$ cat config.mk
export PLATFORM = sky130hd
export DESIGN_NAME = cic_decim
export DESIGN_NICKNAME = d
export VERILOG_FILES = /design/src/rtl/cic_decim.sv
export SDC_FILE = /design/constraint.sdc
export NUM_CORES = 1
export LEC_CHECK = 0
export ABC_AREA = 1
export CAP_MARGIN = 20
export CORE_AREA = 4 4 154 171
export CTS_CLUSTER_SIZE = 12
export DETAILED_ROUTE_END_ITERATION = 8
export DIE_AREA = 0 0 158 175
export PLACE_DENSITY = 0.71
export SYNTH_ARGS = -nofsm -noshare
export SYNTH_HDL_FRONTEND = slang
export SYNTH_SLANG_ARGS = --single-unit
$ cat constraint.sdc
create_clock -name clock -period 7.1 [get_ports clock]
set_input_delay 1.42 -clock clock [delete_from_list [all_inputs] [get_ports clock]]
set_output_delay 1.42 -clock clock [all_outputs]
set_load 0.02 [all_outputs]
$ cat src/rtl/cic_decim.sv
// -----------------------------------------------------------------------------
// cic_decim
//   Third-order CIC (sinc^3) decimator for the 1-bit delta-sigma bitstream.
//   Each accepted input bit maps to +1/-1. The bits pass through three
//   integrators at the fast rate. Every DECIM accepted bits, the last
//   integrator is sampled and run through three comb (difference) stages.
//   This produces one WIDTH-bit signed sample with gain DECIM^3.
//
// Ports
//   clock      in   1      fast clock
//   reset      in   1      synchronous, active-high; clears all state/outputs
//   in_en      in   1      qualifies bit_in; all state holds when low
//   bit_in     in   1      bitstream, 1 = +1, 0 = -1
//   dec_o      out  WIDTH  decimated sample, two's complement (registered)
//   dec_valid  out  1      one-cycle strobe, dec_o updated this cycle
// -----------------------------------------------------------------------------
module cic_decim #(
  parameter int DECIM = 50,
  parameter int WIDTH = 20
) (
  input  logic                    clock,
  input  logic                    reset,
  input  logic                    in_en,
  input  logic                    bit_in,
  output logic signed [WIDTH-1:0] dec_o,
  output logic                    dec_valid
);

  localparam int CNT_W = (DECIM > 2) ? $clog2(DECIM) : 1;
  localparam logic [CNT_W-1:0] CNT_LAST = CNT_W'(DECIM - 1);
  localparam logic [CNT_W-1:0] CNT_ZERO = {CNT_W{1'b0}};
  localparam logic [CNT_W-1:0] CNT_ONE  = CNT_W'(32'd1);

  localparam logic [WIDTH-1:0] W_ZERO    = {WIDTH{1'b0}};
  localparam logic [WIDTH-1:0] W_PLUS1   = {{(WIDTH-1){1'b0}}, 1'b1};
  localparam logic [WIDTH-1:0] W_MINUS1  = {WIDTH{1'b1}};

  // Integrator cascade. All arithmetic is modulo 2^WIDTH. The wrap cancels
  // in the combs, so it is intentional and never flagged.
  logic [WIDTH-1:0] i1_r, i2_r, i3_r;
  // Comb delay elements, loaded only on a decimation tick
  logic [WIDTH-1:0] d1_r, d2_r, d3_r;
  logic [CNT_W-1:0] cnt_r;
  logic [WIDTH-1:0] dec_r;
  logic             dec_valid_r;

  logic [WIDTH-1:0] x_s;
  logic             tick_s;
  logic [WIDTH-1:0] c1_s, c2_s, c3_s;

  // Input mapping, tick detection and comb differences at the decimated rate
  always_comb begin
    x_s    = W_ZERO;
    tick_s = 1'b0;
    if (bit_in) begin
      x_s = W_PLUS1;
    end else begin
      x_s = W_MINUS1;
    end
    if (in_en && (cnt_r == CNT_LAST)) begin
      tick_s = 1'b1;
    end else begin
      tick_s = 1'b0;
    end
    // The combs see the pre-edge value of the last integrator
    c1_s = i3_r - d1_r;
    c2_s = c1_s - d2_r;
    c3_s = c2_s - d3_r;
  end

  // Integrators: registered cascade. Each stage adds the previous stage's
  // pre-edge value, so i3 trails the input by two accepted bits.
  always_ff @(posedge clock) begin
    if (reset) begin
      i1_r <= W_ZERO;
      i2_r <= W_ZERO;
      i3_r <= W_ZERO;
    end else if (in_en) begin
      i1_r <= i1_r + x_s;
      i2_r <= i2_r + i1_r;
      i3_r <= i3_r + i2_r;
    end
  end

  // Decimation counter: counts accepted bits 0..DECIM-1 and wraps
  always_ff @(posedge clock) begin
    if (reset) begin
      cnt_r <= CNT_ZERO;
    end else if (in_en) begin
      if (cnt_r == CNT_LAST) begin
        cnt_r <= CNT_ZERO;
      end else begin
        cnt_r <= cnt_r + CNT_ONE;
      end
    end
  end

  // Comb delays: capture the stage inputs on each tick
  always_ff @(posedge clock) begin
    if (reset) begin
      d1_r <= W_ZERO;
      d2_r <= W_ZERO;
      d3_r <= W_ZERO;
    end else if (tick_s) begin
      d1_r <= i3_r;
      d2_r <= c1_s;
      d3_r <= c2_s;
    end
  end

  // Output register: new sample plus strobe on a tick, otherwise hold value
  always_ff @(posedge clock) begin
    if (reset) begin
      dec_r       <= W_ZERO;
      dec_valid_r <= 1'b0;
    end else begin
      dec_valid_r <= tick_s;
      if (tick_s) begin
        dec_r <= c3_s;
      end
    end
  end

  assign dec_o     = dec_r;
  assign dec_valid = dec_valid_r;

endmodule

* Word level (Yosys, flattened, before mapping) *
Index checks and enable logic that the tools add are counted.

word-level totals
  bits in registers = 147
  input bits = 4
  output and inout bits = 21
  logic and storage cells = 21

operators by class
  add/sub/neg operators = 7
  equality and inequality tests = 1
  mux-type cells = 3
  reductions and logical operators = 1

operators by type and width
  kind                 number
  $add 20x20->20       3
  $sub 20x20->20       3
  $mux 20              1
  $add 6x1->6 const B  1
  $eq 6x6->1 const B   1
  $mux 6               1
  $logic_and 1x1->1    1
  $mux 1               1

* Longest topological paths before layout *
Gate-level depths: netlist of run 1.

  word-level depth = 3
  mapped depth = 30

* Worst setup path before layout of run 1 *
Ideal clock, no wire load.

  kind = register to register
  from = register i3_r[0]
  to = register dec_r[19], in the netlist dec_o[19]
  setup time = 0.113 ns
  arrival time = 4.088 ns
  required time = 6.987 ns
  path slack = 2.898 ns
  cell stages (with the launch flop) = 26
  path buffers = 0
  cell sequence = dfxtp_1 inv_1 ha_1 fa_1 inv_1 nand2_1 o21ai_0 xor2_1 ha_1 a21oi_1 o21ai_1 nor2_2 o21ai_2 a21oi_2 o21ai_4 nand2_1 nand3b_1 and2_1 ha_1 nand2_1 nor3_1 nand2_1 o311ai_0 nand3_1 nand3_1 nand2_1

on the way
  word-level cells in the longest chain between the ends = 3

ends and longest elaborated chain
  element                   RTL line  source
  start: declaration        40        logic [WIDTH-1:0] i1_r, i2_r, i3_r;
  start signal: assignment  81        i3_r <= i3_r + i2_r;
  $sub 20x20->20            66        c1_s = i3_r - d1_r;
  named net c1_s[4]         49        logic [WIDTH-1:0] c1_s, c2_s, c3_s;
  $sub 20x20->20            67        c2_s = c1_s - d2_r;
  named net c2_s[15]        49
  $sub 20x20->20            68        c3_s = c2_s - d3_r;
  end signal: assignment    119       dec_r <= c3_s;
  end: declaration          44        logic [WIDTH-1:0] dec_r;

The timed path passes the listed nets, and every way through them passes these cells.
A chain may end at the register's enable or synchronous reset.

* Final worst setup path of run 1 *
Ends and elaborated chain as after synthesis.

==> flow_metrics.tcl, run 1 <==
set metrics [dict create \
    pre_cts_slack_ns 1.71 \
    combPwrFrac_pct 50.2 \
    synth_flop_cell "dfxtp_1" \
    power_frac_seq_pct 24.1 \
    drtIter0Drc 502 \
    p_sw_share_pct 43.5 \
    maxSlewHeadroom_pct 33.1 \
    cts_sinks 147 \
    syn_area_per_cell_um2 6.92 \
    cts_root_buffer "clkbuf_16" \
    grt_pass1_wl_um 46200 \
    vias_per_cell 5.30 \
    final_common_cell "nand2_1" \
    reg2reg_to "dec_o[19]" \
    cts_setup_buffers 0 \
    power_leakage_nw 5.68 \
    synth-simple-area-share_pct 21.7 \
    finalCritPeriodShare_pct 77.5 \
    finalWorstSetupSlack_ns 1.60 \
    cpMostUsedCell "nand2_1" \
    cts.clk_slew.worst_paths_ns 0.07 \
    die_w_um 158 \
    ios 25 \
    cts_tree "built" \
    nNetsFinal 1720 \
    reg2reg_slack_ns 1.60 \
    synthCells 1583 \
    holdCritStartpoint "dec_o[17]" \
    grt_pass1_vias 9891 \
    holdPathEnd "dec_o[17]" \
    gp_congestion 0.955 \
    finalCriticalPeriod_ns 5.50 \
    setup_viol 0 \
    rsz0062_at_grt "no" \
    synth-seq-area-share_pct 26.9 \
    fp.dieArea_um2 27700 \
    finalMaxSlewViolations 0 \
    vias 10200 \
    hpwl_um 21000 \
    crit_type "flip-flop to flip-flop" \
    drive_gt1_share_pct 5.22 \
    synth_compound_area_share_pct 21.0 \
    synth_top_family_by_area "simple AND/OR/NAND/NOR gates" \
    clock_skew_ns 0.0103 \
    switchingPower_mw 1.64 \
    n_antenna_cell 0 \
    drt_wl_total_um 28100 \
    final_antenna_net_count 0 \
    cp_max_fo 4 \
    cts_max_level 4 \
    drc 0 \
    yosysTopAreaCell "dfxtp_1" \
    firstDrtPassIters 4 \
    final_cell_mix "273 x nand2_1, 237 x inv_1, 147 x dfxtp_1, 144 x a21oi_1, 138 x o21ai_0" \
    finalHoldViolations 0 \
    rows 60 \
    tns_ns 0 \
    ys_top_cells_by_area "dfxtp_1 27%, ha_1 13%, nand2_1 9.4%" \
    cp.required_ns 7.43 \
    crit_path_start "i3_r[0]" \
    synth_top_area_share_pct 26.9 \
    ys_seq_elements 147 \
    p_int_mw 2.13 \
    fmax_mhz 182 \
    arrival_ns 5.84 \
    start_util_pct 44.9 \
    status "complete, no violations" \
    synth_edf_count 0 \
    tightest_slew_ns 1.00 \
    r2r-start "i3_r[0]" \
    wire_per_inst_um 14.6 \
    postCtsHoldBufs 0 \
    grtUsageTotal_pct 20.4 \
    clk_latency_ns 0.44 \
    antenna_found_initial 0 \
    synth_cell_types 47 \
    min_path_type "flip-flop to flip-flop" \
    portBuffers 24 \
    fp.dieH_um 175 \
    start_kind "flip-flop" \
    cp-end-kind "flip-flop" \
    synthMuxAreaShare_pct 0 \
    grt_max_degree 63 \
    areaGrowthSynthToFinish_pct 10.3 \
    async_flop_share_pct 0 \
    netlist_area_um2 11000 \
    r2r_cells 26 \
    power_density_nw_per_um2 311 \
    ir_drop_v 0.000169 \
    post_cts_resized 0 \
    yosysWarnings 0 \
    clock_path_buffers 2 \
    numCtsBuffers 17 \
    cap_violations 0 \
    cp_slowest_cell "nor4_1" \
    slowest_delay_ns 0.67 \
    synth_xor_area_share_pct 6.48 \
    syn_nets 1708 \
    synth_fa_ha_area_share_pct 14.2 \
    core-area_um2 24400 \
    grt_overflow 0 \
    holdPathStages 2 \
    pwr-share-clk_pct 25.7 \
]
flip-flops by register name (all words and copies together) (netlist names):
signal / count
i1_r: 20
i2_r: 20
cnt_r: 6
d1_r: 20
d2_r: 20
dec_valid: 1
d3_r: 20
dec_o: 20
i3_r: 20
Yosys cell counts, types with 13 or more instances:
cell type and number:
a21oi_1 144, a21oi_2 13, clkbuf_1 24, dfxtp_1 147, ha_1 115, inv_1 237
nand2_1 273, nand3_1 73, nand4_1 19, nor2_1 124, nor3_1 14, o21ai_0 138
o21ai_1 16, o22ai_1 26, o31ai_1 13, xnor2_1 29, xor2_1 52
area by class of cell:
| class | instances | area, um^2 |
|---|---|---|
| Clock buffer | 19 | 453 |
| Multi-Input combinational cell | 1156 | 6950 |
| Tap cell | 310 | 388 |
| Fill cell | 2385 | 12300 |
| Inverter | 244 | 916 |
| Sequential cell | 147 | 2940 |
| Clock inverter | 13 | 170 |
| Timing Repair Buffer | 29 | 268 |
worst max-delay path: cells and delay by family (launching register included):
family          cells  cell delay, ns
compound gates      3            0.75
flops               1            0.34
fa+ha+maj           4            1.29
simple gates       13            2.34
buf+inv             4            0.36
xor+xnor            2            0.31
metrics by stage:
step	total power, mW	instances	utilization (%)	hold slack, ns	instance area [um^2]
CTS	3.76	1918	49.5	0.453	12100
global route	4.06	1918	49.5	0.465	12100
detailed placement	2.79	1886	47.0	0.438	11500
global placement	2.77	1886	47.0	0.437	11500
floorplan	2.38	1583	-	0.426	11000
finish	3.76	1918	49.5	0.448	12100
logic make-up after synthesis:
logic type / Yosys count
AND/OR/NAND/NOR: 549
buffers and inverters: 280
AO/OA/AOI/OAI: 405
adder cells (fa/ha/maj): 121
XOR/XNOR: 81
flip-flops: 147
worst max-delay path by stage:
stage / to
floorplan: dec_o[19]
global placement: dec_o[19]
detailed placement: dec_o[19]
CTS: dec_o[19]
global route: dec_o[19]
finish: dec_o[19]
per-layer routing:
metal,share of wire (%),track usage (%),up-vias
met2,52,38.3,178
met4,4.2,10.0,0
met5,0,0,-
li1,-,-,5333
met1,42,22.1,4578
met3,2.4,2.77,71
power by group through the flow:
stage                     Clock, mW  Combinational [mW]  Sequential, mW
after floorplan                   0                1.47           0.909
after global placement            0                1.85           0.924
after detailed placement          0                1.86           0.924
after CTS                     0.983                1.87           0.906
after global routing           1.02                2.13           0.912
final                         0.968                1.89           0.907
Note: power is estimated with default switching activity, not from simulation.
==> run 2, diff against run 1 <==
--- a/config.mk
+++ b/config.mk
@@ -11,7 +11,7 @@
 export CTS_CLUSTER_SIZE = 12
 export DETAILED_ROUTE_END_ITERATION = 8
 export DIE_AREA = 0 0 158 175
-export PLACE_DENSITY = 0.71
+export PLACE_DENSITY = 0.74
 export SYNTH_ARGS = -nofsm -noshare
 export SYNTH_HDL_FRONTEND = slang
 export SYNTH_SLANG_ARGS = --single-unit
==> constraint.sdc (replaced) <==
create_clock -name clock -period 4.6 [get_ports clock]
set_input_delay 0.92 -clock clock [delete_from_list [all_inputs] [get_ports clock]]
set_output_delay 0.92 -clock clock [all_outputs]
set_load 0.02 [all_outputs]
==> run 2 against run 1 <==
Critical path depth is 2 lower. Setup slack got worse by 1.5 ns. Non-clock buffer count increased by 53. Sequential share of layout area is 1.7 points lower. Die area unchanged. Cell count grew 2.8%. Highest routed layer unchanged.
==> flow_metrics.tcl, run 2 (synthesized netlist as in run 1, its figures left out) <==
set metrics [dict create \
    worst-path-buf-inv 2 \
    n_antenna_cell 0 \
    finalCriticalPeriod_ns 4.49 \
    hpwl_um 21200 \
    die_w_um 158 \
    fmax_mhz 223 \
    finalHoldViolations 0 \
    firstDrtPassIters 5 \
    timing.hold.ws_ns 0.450 \
    vias_per_cell 5.39 \
    drt-met1-wl_um 11500 \
    gp_congestion 1.01 \
    crit_type "flip-flop to flip-flop" \
    slowest_delay_ns 0.36 \
    grt_pass1_wl_um 47000 \
    ios 25 \
    met2_length_um 15100 \
    arrival_ns 4.81 \
    start_kind "flip-flop" \
    drc 0 \
    rows 60 \
    cts.clk_slew.worst_paths_ns 0.06 \
    status "complete, no violations" \
    clock_path_buffers 2 \
    grt_pass1_vias 10500 \
    finalCritPeriodShare_pct 97.5 \
    routed.top_layer "met4" \
    power_leakage_nw 6.03 \
    final_antenna_net_count 0 \
    postCtsHoldBufs 0 \
    start_util_pct 44.9 \
    final_common_cell "nand2_1" \
    crit_chain "inv_2, ha_4, fa_2, inv_2, nand2_1, o21ai_2, xor2_2, ha_1, a21oi_2, o21ai_1, nor2_2, o21ai_2, a21oi_2, o21ai_4, nand2_1, nand3b_1, and2_1, ha_4, nand2_2, nor4_4, nand4_1, nand3_1, xor2_1, a22o_1" \
    cts_root_buffer "clkbuf_16" \
    ir_drop_v 0.000236 \
    numCtsBuffers 17 \
    grt_overflow 0 \
    cp_max_fo 5 \
    n_fill_cell 2304 \
    final_cells 1971 \
    portBuffers 24 \
    finalMaxSlewViolations 0 \
    crit_family "simple AND/OR/NAND/NOR gates" \
    drive_gt1_share_pct 13.5 \
    fp.dieArea_um2 27700 \
    fp.dieH_um 175 \
    tns_ns 0 \
    nNetsFinal 1773 \
    cp_slowest_cell "nor4_4" \
    areaGrowthSynthToFinish_pct 18.7 \
    antenna_found_initial 0 \
    cp-end-kind "flip-flop" \
    grtUsageTotal_pct 20.6 \
    clk_latency_ns 0.44 \
    core-area_um2 24400 \
    wire_per_inst_um 14.7 \
    dp.cells 1915 \
    grt_max_degree 63 \
    cp.required_ns 4.93 \
    maxSlewHeadroom_pct 30.0 \
    clock_skew_ns 0.0128 \
    tightest_slew_ns 1.05 \
    drt_wl_total_um 29100 \
    setup_viol 0 \
    cts_max_level 4 \
    cts_sinks 147 \
    drtIter0Drc 382 \
    vias 10600 \
    cts_tree "built" \
    cap_violations 0 \
    min_path_type "flip-flop to flip-flop" \
    route.met3.wl_um 766 \
    final_cell_mix "259 x nand2_1, 228 x inv_1, 142 x dfxtp_1, 132 x a21oi_1, 130 x o21ai_0" \
    power_density_nw_per_um2 499 \
]
-- run 2: cell types whose count changed in the layout (fill, tap and decap cells not counted), sizes merged --
cell	delta
inv	+1
buf	+53
clkbuf	+2
bufinv	-1
clkinvlp	-2
-- run 2: area by class of cell --
| class | instances | area [um^2] | share of cell area (%) |
|---|---|---|---|
| inverter | 244 | 916 | 7.04 |
| timing repair buffer | 82 | 669 | 5.15 |
| sequential | 147 | 2950 | 22.7 |
| multi-input combinational | 1156 | 7470 | 57.4 |
| clock inverter | 11 | 140 | 1.08 |
| clock buffer | 21 | 470 | 3.62 |
| tap | 310 | 388 | 2.98 |
-- run 2: worst register-to-register path: stages, from the launching register on --
cell,delay (ns)
dfxtp_2,0.33
inv_2,0.06
ha_4,0.17
fa_2,0.35
inv_2,0.10
nand2_1,0.08
o21ai_2,0.17
xor2_2,0.20
ha_1,0.32
a21oi_2,0.20
o21ai_1,0.13
nor2_2,0.14
o21ai_2,0.08
a21oi_2,0.23
o21ai_4,0.09
nand2_1,0.08
nand3b_1,0.09
and2_1,0.19
ha_4,0.30
nand2_2,0.09
nor4_4,0.37
nand4_1,0.22
nand3_1,0.16
xor2_1,0.08
a22o_1,0.17
-- run 2: stage by stage --
stage	power, mW	area, um^2	utilization [%]	setup slack, ns
global placement	4.46	11700	47.9	-0.327
floorplan	3.67	11000	-	0.398
detailed placement	4.49	11700	47.9	-0.414
CTS	6.10	12400	51.0	-0.0308
finish	6.49	13000	53.3	0.114
global route	6.98	13000	53.3	-0.146
-- run 2: final timing paths --
path                            slack (ns)      start  cells past startpoint         to
worst min register to register        0.45  dec_o[15]                      2  dec_o[15]
worst max-delay path                  0.11    i3_r[0]                     24  dec_o[18]
worst min-delay path                  0.45  dec_o[15]                      2  dec_o[15]
worst max register to register        0.11    i3_r[0]                     24  dec_o[18]
-- run 2: power breakdown --
group	switching, mW	leakage (nW)	internal (mW)
clock	0.594	0.298	0.856
sequential	0.0676	1.20	1.34
combinational	2.13	4.54	1.51
total	2.79	6.03	3.70
-- run 2: routing by layer --
layer	GRT usage, %	vias up
met4	11.8	0
met5	0	-
met1	21.7	4904
li1	-	5420
met2	38.5	205
met3	2.75	98
-- run 2: what timing repair did --
| item | CTS | global route |
|---|---|---|
| pin swaps | 10 | 44 |
| endpoints found under the setup margin | 7 | 12 |
| setup buffers | 9 | 15 |
| resized for setup | 15 | 104 |
==> run 3, diff against run 2 <==
--- a/config.mk
+++ b/config.mk
@@ -6,12 +6,11 @@
 export NUM_CORES = 1
 export LEC_CHECK = 0
 export ABC_AREA = 1
-export CAP_MARGIN = 20
-export CORE_AREA = 4 4 154 171
+export CORE_AREA = 4 4 162 164
 export CTS_CLUSTER_SIZE = 12
 export DETAILED_ROUTE_END_ITERATION = 8
-export DIE_AREA = 0 0 158 175
-export PLACE_DENSITY = 0.74
+export DIE_AREA = 0 0 166 168
+export PLACE_DENSITY = 0.73
 export SYNTH_ARGS = -nofsm -noshare
 export SYNTH_HDL_FRONTEND = slang
 export SYNTH_SLANG_ARGS = --single-unit
==> run 3 against run 2 <==
Sequential cell count is the same. Maximum frequency shrank 0.92%. Worst hold slack hardly changed. Core utilization down 0.72 points. Largest cell class unchanged.
==> flow_metrics.tcl, run 3 (synthesized netlist as in run 1, its figures left out) <==
set metrics [dict create \
    vias 10500 \
    drt_wl_total_um 28800 \
    hpwl_um 21400 \
    numCtsBuffers 17 \
    grt_pass1_vias 10300 \
    drive_gt1_share_pct 14.1 \
    ios 25 \
    die_w_um 166 \
    rows 58 \
    fp.dieH_um 168 \
    finalCritPeriodShare_pct 98.4 \
    finalCriticalPeriod_ns 4.53 \
    wire_per_inst_um 14.3 \
    cts_max_level 4 \
    start_util_pct 44.0 \
    gp_congestion 0.912 \
    final_cells 2005 \
    pre_cts_slack_ns -0.680 \
    final_antenna_net_count 0 \
    maxSlewHeadroom_pct 26.7 \
    clock_skew_ns 0.00819 \
    n_antenna_cell 0 \
    grtUsageTotal_pct 20.1 \
    cts.clk_slew.worst_paths_ns 0.06 \
    dp.cells 1961 \
    final_common_cell "nand2_1" \
    cp.required_ns 4.92 \
    arrival_ns 4.85 \
    cp-end-kind "flip-flop" \
    cap_violations 0 \
    cp_max_fo 5 \
    timing.hold.ws_ns 0.450 \
    drc 0 \
    final_cell_mix "262 x nand2_1, 229 x inv_1, 142 x dfxtp_1, 133 x o21ai_0, 130 x a21oi_1" \
    cp_slowest_cell "fa_2" \
    drtIter0Drc 575 \
    clock_path_buffers 2 \
    slowest_delay_ns 0.38 \
    status "complete, no violations" \
    rsz0062_at_grt "yes" \
    nNetsFinal 1787 \
    setup_viol 0 \
    grt_max_degree 63 \
    antenna_found_initial 0 \
    cts_tree "built" \
    power_leakage_nw 6.07 \
    grt_pass1_wl_um 47000 \
    clk_latency_ns 0.43 \
    vias_per_cell 5.24 \
    finalWorstSetupSlack_ns 0.0726 \
    cpMostUsedCell "nand2_1" \
    grt_overflow 0 \
    portBuffers 24 \
    fp.dieArea_um2 27900 \
    areaGrowthSynthToFinish_pct 19.5 \
    crit_type "flip-flop to flip-flop" \
    min_path_type "flip-flop to flip-flop" \
    core-area_um2 24900 \
    ir_drop_v 0.000267 \
    cts_root_buffer "clkbuf_16" \
    firstDrtPassIters 5 \
    fmax_mhz 221 \
    power_density_nw_per_um2 496 \
    tightest_slew_ns 1.10 \
    finalHoldViolations 0 \
    start_kind "flip-flop" \
    cts_sinks 147 \
    tns_ns 0 \
    finalMaxSlewViolations 0 \
    total_power_mw 6.49 \
]
-- run 3: what timing repair did --
action	in CTS	in global routing
pin swaps	7	42
hold buffers	0	0
endpoints found under the setup margin	5	10
resized for setup	21	87
setup buffers	0	12
-- run 3: final timing paths --
| check | slack (ns) | end | from | cells after the start |
|---|---|---|---|---|
| worst min-delay path | 0.45 | dec_o[19] | dec_o[19] | 2 |
| worst min register to register | 0.45 | dec_o[19] | dec_o[19] | 2 |
| worst max-delay path | 0.07 | dec_o[19] | i3_r[0] | 27 |
| worst max register to register | 0.07 | dec_o[19] | i3_r[0] | 27 |
-- run 3: area by class of cell --
cell class,instances,area [um^2]
clock buffer,19,443
clock inverter,13,158
fill,2398,11800
inverter,244,918
multi-input combinational,1156,7430
sequential,147,2950
tap,330,413
timing repair buffer,96,774
-- run 3: report_power, final --
group	internal (mW)	leakage [nW]	switching, mW
Clock	0.866	0.286	0.563
Sequential	1.34	1.20	0.0676
Combinational	1.53	4.59	2.13
-- run 3: critical path, delay by kind of cell, from the launching register on --
| kind | cells | cell delay (ns) |
|---|---|---|
| fa+ha+maj | 4 | 1.16 |
| simple gates | 11 | 1.18 |
| buf+inv | 4 | 0.45 |
| flops | 1 | 0.33 |
| compound gates | 7 | 1.07 |
| xor+xnor | 1 | 0.22 |
-- run 3: per-layer routing --
layer,track usage [%],vias up,routed length [um]
met3,2.89,67,788
met4,8.46,0,1130
met5,0,-,0
li1,-,5469,-
met2,39.3,197,15200
met1,21.3,4769,11600
-- run 3: metrics by stage --
step / instance area, um^2 / util [%]
finish: 13100 / 52.6
floorplan: 11000 / -
detailed placement: 11900 / 47.8
global placement: 11900 / 47.8
CTS: 12600 / 50.7
global route: 13100 / 52.6
==> edit (flow settings as in run 3) <==
`WIDTH`: 20 -> 22.
--- a/src/rtl/cic_decim.sv
+++ b/src/rtl/cic_decim.sv
@@ -17,5 +17,5 @@
 module cic_decim #(
   parameter int DECIM = 50,
-  parameter int WIDTH = 20
+  parameter int WIDTH = 22
 ) (
   input  logic                    clock,
Ports: changed (resized dec_o); port bits go from 25 to 27. No check against the original RTL was run, so the function may have changed too.
==> edit against run 3 <==
  * The run now ends with setup timing left
  * Critical endpoint is now dec_o[21]
  * First-iteration DRC count grew 4.2%
  * Core utilization rose by 5.2 points
  * Cell count increased by 9.0%
  * Maximum frequency decreased by 3.3%
  * Synthesized area grew 13%
  * Largest power group unchanged
  * Wire length up 20%
  * Worst setup slack got worse by 150 ps
  * Power up 11%
  * Final area up 10%
  * Sequential cell count is 14 higher
==> edit: results (changes against run 3) <==
| Metric | Value |
|---|---|
| TritonCTS Buffers | 17 (unchanged) |
| Global-route wire length before repair | 54400 um (was 47000 um) |
| Synth top area cells | dfxtp_1 26%, ha_1 13%, nand2_1 9.2% (was dfxtp_1 27%, ha_1 13%, nand2_1 9.4%) |
| Initial antenna violation count | 0 (unchanged) |
| Slowest library cell on the worst path | dfxtp_1 (was fa_2) |
| Vias in the first global route | 11421 (was 10267) |
| Seq/Total Area, Yosys | 26.0% (was 26.9%) |
| Input/output buffers | 26 (was 24) |
| Ys async rst share | 0% (unchanged) |
| 1st-iter DRT viols | 599 (was 575) |
| DP Area | 13100 um^2 (was 11900 um^2) |
| Final Skew | 15.1 ps (was 8.19 ps) |
| Setup crit end | dec_o[21] (was dec_o[19]) |
| Final hold slack | 450 ps (about the same) |
| Maximum root-to-sink buffer count | 2 (unchanged) |
| Hold_sp | dec_o[21] (was dec_o[19]) |
| Status | finished with violations (was finished clean) |
| Post-DR vias/cell | 5.42 (was 5.24) |
| Failing checks | setup timing |
| Clock transition at path regs | 70 ps |
| Peak VDD IR | 0.000323 V (was 0.000267 V) |
| WP data arrival | 5060 ps (was 4850 ps) |
| Total Wirelength | 34500 um (was 28800 um) |
| Diode count | 0 (unchanged) |
| Top cells by count, synth | 303 x nand2_1, 284 x inv_1, 161 x dfxtp_1, 147 x o21ai_0, 140 x nor2_1 (was 273 x nand2_1, 237 x inv_1, 147 x dfxtp_1, 144 x a21oi_1, 138 x o21ai_0) |
| Syn Nets | 1923 (was 1708) |
| Place WS | -156 ps (was -680 ps) |
| Routability cong. | 0.897 (was 0.912) |
| Final setup viols | 1 (was 0) |
| Clock Tree Root | clkbuf_16 (unchanged) |
| Leakage | 6.73 nW (was 6.07 nW) |
| Top delay family on crit path | simple AND/OR/NAND/NOR gates (unchanged) |
| Setup ws final | -81.6 ps (was 72.6 ps) |
| Synth warnings | 0 (unchanged) |
| Synth cell types | 58 (was 47) |
| Pin count of the biggest net entering global routing | 75 (was 63) |
| CP peak stage delay | 360 ps (was 380 ps) |
| Layout cell share with drive strength beyond 1 | 12.9% (was 14.1%) |
| CP max FO | 5 (unchanged) |
| Slew headroom | 37.7% (was 26.7%) |
| Worst hold path class | flop to flop (unchanged) |
| WHS Endpoint | dec_o[21] (was dec_o[19]) |
| R2R depth | 29 (was 27) |
| Total track usage | 23.4% (was 20.1%) |
| CP startpoint | i3_r[4] (was i3_r[0]) |
| Clock H-tree levels | 4 (unchanged) |
| Clock Latency Late Sink | approximately 440 ps |
| HPWL after DPL | 25600 um (was 21400 um) |
| Final nets | 1980 (was 1787) |
[edit: kinds of logic (layout without fill, tap and decap cells)]
kind of cell	Yosys count	count (layout)	synth area share (%)
simple gates	614	614	21.4
flops	161	161	26.0
xor+xnor	95	95	6.78
fa+ha+maj	133	133	13.8
buf+inv	332	402	10.2
compound gates	451	451	21.8
[edit: power breakdown]
part / internal (mW) / switching [mW]
Combinational: 1.70 / 2.50
Sequential: 1.46 / 0.0862
Clock: 0.774 / 0.680
Total: 3.94 / 3.27
[edit: stage by stage]
| stage | setup TNS (ps) | cells | utilization (%) |
|---|---|---|---|
| global route | -1320 | 2186 | 57.8 |
| CTS | -90.5 | 2165 | 55.1 |
| floorplan | 0 | 1786 | - |
| finish | -81.6 | 2186 | 57.8 |
| detailed placement | -323 | 2132 | 52.6 |
| global placement | -109 | 2132 | 52.6 |
[edit: routing by layer]
layer	GRT usage [%]	vias up	part of all wire [%]
li1	-	6039	-
met1	24.7	5510	40
met2	47.1	234	54
met3	3.05	75	2.6
met4	8.03	0	3.5
met5	0	-	0
[edit: timing repair]
item	4_1_cts	5_1_grt
pin swaps	1	48
resized for setup	6	115
gates cloned	0	0
endpoints found under the hold margin	0	0
setup endpoints to repair	5	12
buffers inserted	1	21
[edit: final cells by class]
type,count,area [um^2]
clock buffers,17,425
clock inverters,15,163
fillers,2311,10500
inverters,293,1100
multi-input cells,1293,8420
flip-flops and latches,161,3230
well taps,330,413
repair buffers,77,637
[edit: worst reg2reg max path: cells and delay by family, from the launching register on]
family,cells,cell delay [ps]
AND/OR/NAND/NOR,20,2590
adder cells (fa/ha/maj),3,960
flip-flops,1,360
AO/OA/AOI/OAI,2,340
buffers and inverters,3,290
XOR/XNOR,1,70
